### config.mk
export PLATFORM = sky130hd
export DESIGN_NAME = uart_cmd_parser
export DESIGN_NICKNAME = d
export VERILOG_FILES = /design/src/rtl/uart_cmd_pkg.sv /design/src/rtl/cmd_timeout_timer.sv /design/src/rtl/uart_cmd_parser.sv
export SDC_FILE = /design/constraint.sdc
export NUM_CORES = 1
export LEC_CHECK = 0
export ABC_CLOCK_PERIOD_IN_PS = 2550
export CORE_MARGIN = 3
export CORE_UTILIZATION = 40
export DETAILED_ROUTE_END_ITERATION = 7
export SLEW_MARGIN = 20
export SYNTH_ARGS = -nofsm -noshare
export SYNTH_HDL_FRONTEND = slang
export SYNTH_SLANG_ARGS = --single-unit
### constraint.sdc
create_clock -name clk -period 2.55 [get_ports clk]
set_input_delay 0.765 -clock clk [delete_from_list [all_inputs] [get_ports clk]]
set_output_delay 0.765 -clock clk [all_outputs]
set_load 0.005 [all_outputs]
### src/rtl/uart_cmd_pkg.sv
// Shared encodings for the UART command parser: frame states, header byte,
// command opcodes and the sticky error codes reported on err_code.
package uart_cmd_pkg;

  typedef enum logic [2:0] {
    IDLE = 3'd0,
    CMD  = 3'd1,
    DHI  = 3'd2,
    DLO  = 3'd3,
    CHK  = 3'd4
  } state_t;

  typedef enum logic [1:0] {
    ERR_NONE = 2'b00,
    ERR_CHK  = 2'b01,
    ERR_CMD  = 2'b10,
    ERR_TMO  = 2'b11
  } err_t;

  localparam logic [7:0] HDR      = 8'hAA;
  localparam logic [7:0] CMD_FREQ = 8'h01;
  localparam logic [7:0] CMD_MOD  = 8'h02;
  localparam logic [7:0] CMD_RUN  = 8'h03;

  function automatic logic [7:0] frame_chk(input logic [7:0] cmd,
                                           input logic [7:0] dhi,
                                           input logic [7:0] dlo);
    return cmd ^ dhi ^ dlo;
  endfunction

endpackage

### src/rtl/cmd_timeout_timer.sv
// Inter-byte watchdog: counts while a frame is open, restarts on every byte,
// and flags expiry for one cycle unless a byte arrives in that same cycle.
module cmd_timeout_timer #(
  parameter int TIMEOUT_CYCLES = 208333
) (
  input  logic clk,
  input  logic rst_n,
  input  logic clear,
  input  logic run,
  output logic expire
);

  localparam int            CW   = $clog2(TIMEOUT_CYCLES);
  localparam logic [CW-1:0] LAST = CW'(TIMEOUT_CYCLES - 1);

  logic [CW-1:0] r_cnt;

  // A byte in the expiry cycle masks the timeout so the frame can advance.
  assign expire = run & ~clear & (r_cnt == LAST);

  always_ff @(posedge clk or negedge rst_n) begin
    if (!rst_n)                    r_cnt <= '0;
    else if (clear | ~run | expire) r_cnt <= '0;
    else                           r_cnt <= r_cnt + CW'(1);
  end

endmodule

### src/rtl/uart_cmd_parser.sv
// Assembles 5-byte command frames (AA CMD DHI DLO CHK) from the UART receiver
// and writes the SPWM frequency, modulation and run-enable registers.
module uart_cmd_parser
  import uart_cmd_pkg::*;
#(
  parameter int          TIMEOUT_CYCLES = 208333,
  parameter logic [15:0] FREQ_DEFAULT   = 16'd60,
  parameter logic [15:0] MOD_DEFAULT    = 16'd32768
) (
  input  logic        clk,
  input  logic        rst_n,
  input  logic        rx_done,
  input  logic [7:0]  rx_data,
  output logic [15:0] freq_word,
  output logic [15:0] mod_index,
  output logic        run_en,
  output logic        cfg_update,
  output logic        frame_err,
  output logic [1:0]  err_code
);

  state_t     r_state;
  logic       r_rx_done_q;
  logic [7:0] r_cmd;
  logic [7:0] r_dhi;
  logic [7:0] r_dlo;

  logic w_byte_stb;
  logic w_timer_run;
  logic w_expire;
  logic w_chk_ok;

  // rx_done_q resets high so a level already present at reset release is not a byte.
  assign w_byte_stb  = rx_done & ~r_rx_done_q;
  assign w_timer_run = (r_state != IDLE);
  assign w_chk_ok    = (rx_data == frame_chk(r_cmd, r_dhi, r_dlo));

  cmd_timeout_timer #(
    .TIMEOUT_CYCLES(TIMEOUT_CYCLES)
  ) u_timer (
    .clk   (clk),
    .rst_n (rst_n),
    .clear (w_byte_stb),
    .run   (w_timer_run),
    .expire(w_expire)
  );

  always_ff @(posedge clk or negedge rst_n) begin
    if (!rst_n) begin
      r_state     <= IDLE;
      r_rx_done_q <= 1'b1;
      r_cmd       <= '0;
      r_dhi       <= '0;
      r_dlo       <= '0;
      freq_word   <= FREQ_DEFAULT;
      mod_index   <= MOD_DEFAULT;
      run_en      <= 1'b0;
      cfg_update  <= 1'b0;
      frame_err   <= 1'b0;
      err_code    <= ERR_NONE;
    end else begin
      r_rx_done_q <= rx_done;
      cfg_update  <= 1'b0;
      frame_err   <= 1'b0;
      if (w_byte_stb) begin
        unique case (r_state)
          IDLE: if (rx_data == HDR) r_state <= CMD;
          CMD: begin
            r_cmd   <= rx_data;
            r_state <= DHI;
          end
          DHI: begin
            r_dhi   <= rx_data;
            r_state <= DLO;
          end
          DLO: begin
            r_dlo   <= rx_data;
            r_state <= CHK;
          end
          CHK: begin
            r_state <= IDLE;
            if (!w_chk_ok) begin
              frame_err <= 1'b1;
              err_code  <= ERR_CHK;
            end else begin
              unique case (r_cmd)
                CMD_FREQ: begin
                  freq_word  <= {r_dhi, r_dlo};
                  cfg_update <= 1'b1;
                end
                CMD_MOD: begin
                  mod_index  <= {r_dhi, r_dlo};
                  cfg_update <= 1'b1;
                end
                CMD_RUN: begin
                  run_en     <= r_dlo[0];
                  cfg_update <= 1'b1;
                end
                default: begin
                  frame_err <= 1'b1;
                  err_code  <= ERR_CMD;
                end
              endcase
            end
          end
          default: r_state <= IDLE;
        endcase
      end else if (w_expire) begin
        r_state   <= IDLE;
        frame_err <= 1'b1;
        err_code  <= ERR_TMO;
      end
    end
  end

endmodule
==> results by stage, run 1 <==
Logic synthesis:
- The portion of synthesized cell area occupied by the leading cell type is 0.5138.
- The average size of a mapped cell is 13.25 sq um.
- Yosys printed 0 warnings.
- For this run, the leading register cell type out of synthesis is sky130_fd_sc_hd__dfrtp_1.
- In this run the cell area of the synthesized design comes to 0.003750 sq mm.
- Synthesis instantiated 38 different standard cells from the library.
- The synthesized flop and latch total is 83.
- Counting every instance in the synthesized netlist gives 283.
- Of the synthesized area, sequential elements account for 0.5559.
- The number of enable flip-flop cells after synthesis is 0.
- By area the synthesized netlist is led by sky130_fd_sc_hd__dfrtp_1 51%, sky130_fd_sc_hd__mux2_2 14%, sky130_fd_sc_hd__xnor2_1 5.4%.
- Of all flip-flops after synthesis, the portion carrying an async set or reset was 1.000.
- By count the netlist is led by 77 x sky130_fd_sc_hd__dfrtp_1, 45 x sky130_fd_sc_hd__mux2_2, 25 x sky130_fd_sc_hd__nor2_1, 23 x sky130_fd_sc_hd__xnor2_1, 18 x sky130_fd_sc_hd__xor2_1.
- By instance count, the leading cell after synthesis is sky130_fd_sc_hd__dfrtp_1.
- sky130_fd_sc_hd__dfrtp_1 takes more of the synthesized area than any other cell.
- The post-synthesis net count is 296.

Timing:
- Setup repair after global routing left no endpoint under its margin.
- The ratio of final minimum period to clock period is 0.9556.
- At the pin with the least slew margin, the transition time is 662.2 ps.
- The worst hold slack after final layout is 437.6 ps.
- Setup total negative slack on the finished layout was measured at 0 ps.
- The number of endpoints with negative hold slack in the final report is 0.
- The worst setup slack after layout is 113.2 ps.
- The post-route minimum period is 2437 ps.
- Setup violations remaining at the end of the flow were counted as 0.
- The headroom to the max-slew limit is 0.5545.
- The maximum frequency from static timing analysis is 410.4 MHz.
- The clock skew after layout is 10.89 ps.
- The number of max-slew violations in the final report is 0.

Clocking:
- The maximum level of the CTS H-tree is 3.
- The number of gates resized after CTS was 0.
- The clock net in this run drives a total of 83 sinks.
- Buffers inserted during clock tree synthesis total 9.
- TritonCTS built the clock tree.
- After clock tree synthesis, the clock-pin slew on the worst setup and hold paths is 90 ps.
- Clock latency on the worst-skew pair, taken at its later pin, is 350 ps.
- The clock passes through at most 2 buffers.
- Once the clock tree was built, the setup fixing pass inserted 0 buffers.
- The library cell used as clock root buffer is sky130_fd_sc_hd__clkbuf_8.
- The hold buffer count at CTS is 0.

Placed design:
- Once detailed placement completed, the half-perimeter wirelength came to 5.181 mm.
- The placer's final routability congestion estimate is 0.7786.
- Buffers placed on the I/O ports in this run total 47.
- Once placement completed, the tool counted placed cells totaling 460.
- The pre-CTS setup slack is -239.9 ps.

Floorplanning:
- The core footprint is 0.008934 sq mm.
- The die span in y is 102.8 um.
- The site row count is 34.
- Pin placement for this block handled 48 I/O pins.
- The floorplan step defined a die boundary enclosing 0.01057 sq mm.
- The initial core utilization is 0.4197.
- The die outline width is 102.8 um.

Worst setup path:
- Among all stages on the critical path, the largest delay is contributed by sky130_fd_sc_hd__clkdlybuf4s50_1.
- The startpoint-to-endpoint class of the critical path is in -> reg.
- The worst-case reg-to-reg path depth is 6.
- The internal reg-to-reg setup slack is 250 ps.
- In this run the critical register-to-register path is captured at freq_word[11].
- In this run the worst path has a maximum fanout of 11.
- The launch instance of the worst register-to-register path is r_cmd[4].
- The longest individual stage delay on the worst path is 500 ps.
- The critical path arrival is 2660 ps.
- The count of buffering cells on the critical path with inverters included is 3.
- The capturing element type of the critical path is a flop.
- The cell family with the largest share of critical-path delay is buffers and inverters.
- Data on the critical path is required at its endpoint by 2780 ps.
- The worst setup path is launched from a primary input.
- Traced cell by cell, the critical path runs through clkdlybuf4s50_1 -> xor2_1 -> xnor2_1 -> nor4_4 -> buf_4 -> nand4b_4 -> buf_12 -> mux2_4.

Detailed routing:
- The detailed-route DRC error count is 0.
- The total via count after detailed routing is 2360.
- The number of vias per cell is 4.958.
- The routed design has 7.322 mm of wire.
- The detailed router finished its first iteration with 88 violations.
- The count of nets left with antenna violations once routing finished came out at 0.
- The routed length per instance is 15.38 um.
- For this run, the detailed router's first-pass iteration total came to 4.

Global route:
- Across every metal layer, demand over resource in global routing totals 0.1516.
- The number of global-route vias before repair is 2377.
- The pin count of the biggest net entering global routing is 84.
- The initial antenna violation count was 0.
- The global-route wire length before repair is 12.10 mm.
- Global routing finished with a remaining overflow of 0.

Layout:
- Compared with the post-synthesis result, the final layout area differs by 27.43%.
- In the final layout, the share of cells above drive strength 1 is 0.2935.
- The count of non-filler cells in the finished layout is 476.
- In the final design database the tool counted 376 nets.
- 0 antenna diodes ended up in the layout.

Power and ir drop:
- IR analysis of the VDD net gives a maximum drop of 0.3692 mV.
- Power spread over the standard cell area amounts to 817.8 mW/mm^2.
- For this design the static power due to leakage is 2.220 nW.

Job:
- Max-cap violations in this run came to 0.

Worst hold path:
- The class of the worst hold path is in -> async.

Status:
- The run finished with clean final reports.
## cell families (layout without fill, tap and decap cells)
kind of cell	Yosys count	in the layout	synth area share
muxes	57	57	0.1812
AOI/OAI and AO/OA	11	11	0.02069
and+or+nand+nor	80	80	0.1268
xor gates and xnor gates	41	41	0.09576
DFF	83	83	0.5559
buffers and inverters	9	94	0.01301
adders and majority gates	2	2	0.006672
## report_power, final
part           leakage (nW)  internal [mW]  switching [mW]  total [mW]
clock network         0.111          0.580           0.460        1.04
logic                  1.00          0.567           0.513        1.08
registers              1.11           1.53           0.262        1.79
## cell usage in the layout, fill, tap and decap left out, drive strengths merged, types with 5 or more instances in the layout
| master | instances |
|---|---|
| nor3 | 5 |
| xnor2 | 23 |
| nor2 | 25 |
| clkbuf | 12 |
| buf | 28 |
| nand2 | 11 |
| dfstp | 6 |
| and3 | 5 |
| xor2 | 18 |
| mux2 | 57 |
| nand3 | 13 |
| dfrtp | 77 |
| clkdlybuf4s50 | 46 |
## area by class of cell
| cell class | instances | area (sq um) |
|---|---|---|
| Multi-Input combinational cell | 191 | 1617 |
| Fill cell | 819 | 4155 |
| Timing Repair Buffer | 74 | 708.2 |
| Inverter | 4 | 15.01 |
| Clock inverter | 4 | 73.82 |
| Tap cell | 108 | 135.1 |
| Sequential cell | 83 | 2085 |
| Clock buffer | 12 | 145.1 |
## through the flow
step	utilization	total power, mW	area [sq um]
detailed placement	0.5104	2.904	4559
finish	0.5349	3.908	4778
CTS	0.5349	3.964	4778
global placement	0.5104	2.890	4559
global route	0.5349	4.142	4778
floorplan	-	2.531	3750
## registers in the layout, summed over array words and instances (netlist names)
register / count
r_dhi: 8
u_timer.r_cnt: 18
r_dlo: 8
run_en: 1
r_state: 3
mod_index: 16
r_rx_done_q: 1
frame_err: 1
cfg_update: 1
freq_word: 16
err_code: 2
r_cmd: 8
## metal layers
layer	vias to the layer above	part of all wire	global-route usage
met4	0	0.018	0.06574
li1	1143	-	-
met2	35	0.46	0.2264
met3	10	0.036	0.04060
met5	-	0	0
met1	1172	0.49	0.2088
## worst max path at each step
stage                          start             to  cells after the start  slack [ps]
after floorplan           rx_data[2]  freq_word[10]                      6         180
after global placement    rx_data[7]  freq_word[14]                      8        -250
after global routing      rx_data[7]  freq_word[11]                      8          50
final                     rx_data[7]  freq_word[11]                      8         110
after CTS                 rx_data[7]  freq_word[11]                      8         120
after detailed placement  rx_data[7]  freq_word[11]                      8        -240
Power figures use the tool's default switching activity.
==> run 2, diff against run 1 <==
--- a/config.mk
+++ b/config.mk
@@ -6,9 +6,11 @@
 export NUM_CORES = 1
 export LEC_CHECK = 0
 export ABC_CLOCK_PERIOD_IN_PS = 2550
+export CORE_ASPECT_RATIO = 1.2
 export CORE_MARGIN = 3
-export CORE_UTILIZATION = 40
+export CORE_UTILIZATION = 55
 export DETAILED_ROUTE_END_ITERATION = 7
+export PLACE_DENSITY = 0.76
 export SLEW_MARGIN = 20
 export SYNTH_ARGS = -nofsm -noshare
 export SYNTH_HDL_FRONTEND = slang
==> results by stage, run 2 (synthesized netlist as in run 1, its figures left out) <==
Status:
- The run finished with clean final reports.

Global route:
- The global-route wire length before repair is 12.21 mm (+0.98%).
- The global-route usage over all layers came to 0.2070 (+0.05543).
- The pin count of the biggest net entering global routing is 48 (-43%).
- The initial antenna violation count is 0 (unchanged).
- The number of global-route vias before repair is 2511 (+5.6%).
- The final global-route overflow total is 0 (unchanged).

Detailed routing:
- The total via count after detailed routing came to 2422 (+2.6%).
- The initial detailed-routing violation count is 88 (unchanged).
- The routed wire length was 7.344 mm (+0.30%).
- The first-pass iteration count of the detailed router is 4 (unchanged).
- The final antenna-violating net count was 0 (unchanged).
- The number of vias per cell came to 5.335 (+7.6%).
- The detailed-route DRC error count came to 0 (unchanged).
- The routed length per instance was 16.18 um (+5.2%).

Worst setup path:
- STA classifies the critical path endpoint as a flop.
- The worst setup path is of the in -> reg kind.
- The sort of element at the start of the critical path is a primary input.
- The critical path arrival was 2710 ps (+50 ps).
- The largest fanout on the critical path is 8 (-3).
- The required time at the worst-slack endpoint is 2780 ps (about the same).

Timing:
- The headroom to the max-slew limit is 0.5958 (+0.04127).
- The number of endpoints with negative hold slack in the final report came to 0 (unchanged).
- The ratio of final minimum period to clock period is 0.9711 (+0.01544).
- The actual slew at the worst max-slew pin is 606.4 ps (-55.80 ps).
- The post-route minimum period is 2476 ps (+39.37 ps).
- The worst hold slack after final layout is 432.2 ps (-5.418 ps).
- The number of endpoints failing setup at the final stage was 0 (unchanged).
- The number of max-slew violations in the final report is 0 (unchanged).
- The clock skew after layout is 9.957 ps (-0.9349 ps).
- The maximum frequency from static timing analysis came to 403.8 MHz (-1.6%).

Power and ir drop:
- The static leakage power was 2.225 nW (+0.20%).
- The power density normalized to cell area is 825.2 mW/mm^2 (+0.90%).
- The post-route total power is 3.924 mW (+0.42%).
- The maximum vdd ir drop was 0.4863 mV (+32%).

Clocking:
- The number of sinks handled by clock tree synthesis is 83 (unchanged).
- The CTS tree is built.
- The maximum level of the CTS H-tree came to 3 (unchanged).
- The clock buffer count from CTS is 9 (unchanged).
- The clock insertion delay at the later pin of the skew report is 350 ps (about the same).
- The library cell used as clock root buffer is sky130_fd_sc_hd__clkbuf_8.
- The maximum number of buffers from clock root to sink is 2 (unchanged).
- The register clock-pin slew on the reported worst setup and hold paths was 80 ps (about the same).

Placed design:
- The half-perimeter wire length after placement is 5.387 mm (+4.0%).
- The count of placed standard cells including taps came to 436 (-5.2%).
- The placer's final routability congestion estimate was 0.7762 (-0.31%).
- The number of buffers added on ports was 47 (unchanged).

Layout:
- The largest registers in the layout are u_timer.r_cnt (18), freq_word (16), mod_index (16).
- The final net count is 377 (+0.27%).
- The flip-flop count of the largest register after layout was 18 (unchanged).
- The count of non-filler cells in the finished layout is 454 (-4.6%).
- The fraction of layout cells with a size suffix above 1 is 0.2981 (+0.004625).
- The antenna cell count is 0 (unchanged).
- The leading cell type in the layout, fill and taps excluded is sky130_fd_sc_hd__dfrtp_1.
- In the layout the commonest cells are 77 x sky130_fd_sc_hd__dfrtp_1, 46 x sky130_fd_sc_hd__clkdlybuf4s50_1, 45 x sky130_fd_sc_hd__mux2_2.
- The multi-input gate area in the final layout is 0.001617 sq mm (unchanged).
- More flip-flops sit in one register than any other, and that register is u_timer.r_cnt.
- The fill cell instance count of the final layout is 466 (-43%).
- The area occupied by registers was 0.002085 sq mm (unchanged).
- From synthesis to final layout, the design area changed by 26.83%.

Floorplanning:
- The area of the die was 0.007849 sq mm (-26%).
- The die outline width is 81.38 um (-21%).
- The count of pins on the block boundary is 48 (unchanged).
- The die span in y is 96.45 um (-6.2%).
- The core footprint is 0.006526 sq mm (-27%).
- The site row count is 32 (-5.9%).
- The initial core utilization is 0.5746 (+0.1548).

Worst hold path:
- The path class of the tightest hold or removal check is in -> async.

Job:
- The number of maximum-capacitance violations came to 0 (unchanged).
[run 2: final timing paths]
path | startpoint | end | slack, ps | cells past startpoint
min | rst_n | freq_word[0] | 430 | 1
max in group asynchronous | rst_n | r_rx_done_q | 1490 | 2
min in group clk | mod_index[12] | mod_index[12] | 500 | 1
max reg2reg | r_cmd[4] | mod_index[12] | 230 | 5
max | rx_data[4] | freq_word[12] | 70 | 8
min reg2reg | mod_index[12] | mod_index[12] | 500 | 1
[run 2: critical path, cell delays in order]
cell	delay [ps]
sky130_fd_sc_hd__clkdlybuf4s50_1	500
sky130_fd_sc_hd__xnor2_1	150
sky130_fd_sc_hd__xnor2_1	160
sky130_fd_sc_hd__nor4_4	340
sky130_fd_sc_hd__buf_4	180
sky130_fd_sc_hd__nand4b_4	130
sky130_fd_sc_hd__buf_12	180
sky130_fd_sc_hd__mux2_4	290
[run 2: through the flow]
stage | TNS [ps] | setup WS [ps] | instance area, sq um | util
global placement | -8325 | -303.8 | 4523 | 0.6931
detailed placement | -9880 | -377.3 | 4523 | 0.6931
global route | -3.493 | -3.493 | 4756 | 0.7287
floorplan | 0 | 176.9 | 3750 | -
CTS | 0 | 0.3049 | 4741 | 0.7264
finish | 0 | 73.81 | 4756 | 0.7287
[run 2: final cells by class]
class / count / area share
multi-input cells: 191 / 0.3399
flip-flops and latches: 83 / 0.4383
well taps: 85 / 0.02236
clock inverters: 6 / 0.01894
clock buffers: 10 / 0.02683
repair buffers: 75 / 0.1505
inverters: 4 / 0.003157
[run 2: where the power goes]
group	switching, mW	total, mW	leakage (nW)	internal, mW
Combinational	0.524	1.12	1.01	0.593
Sequential	0.263	1.79	1.11	1.53
Clock	0.464	1.02	0.106	0.553
[run 2: repair_timing]
action	in CTS	in global routing
buffers inserted	0	2
hold buffers	0	0
resized for setup	0	0
setup endpoints to repair	0	16
[run 2: routing by layer]
layer | vias up | track usage | wire (um)
met5 | - | 0 | 0
met3 | 11 | 0.03618 | 184
met4 | 0 | 0.08732 | 104
met1 | 1224 | 0.2543 | 3145
li1 | 1152 | - | -
met2 | 35 | 0.3573 | 3909
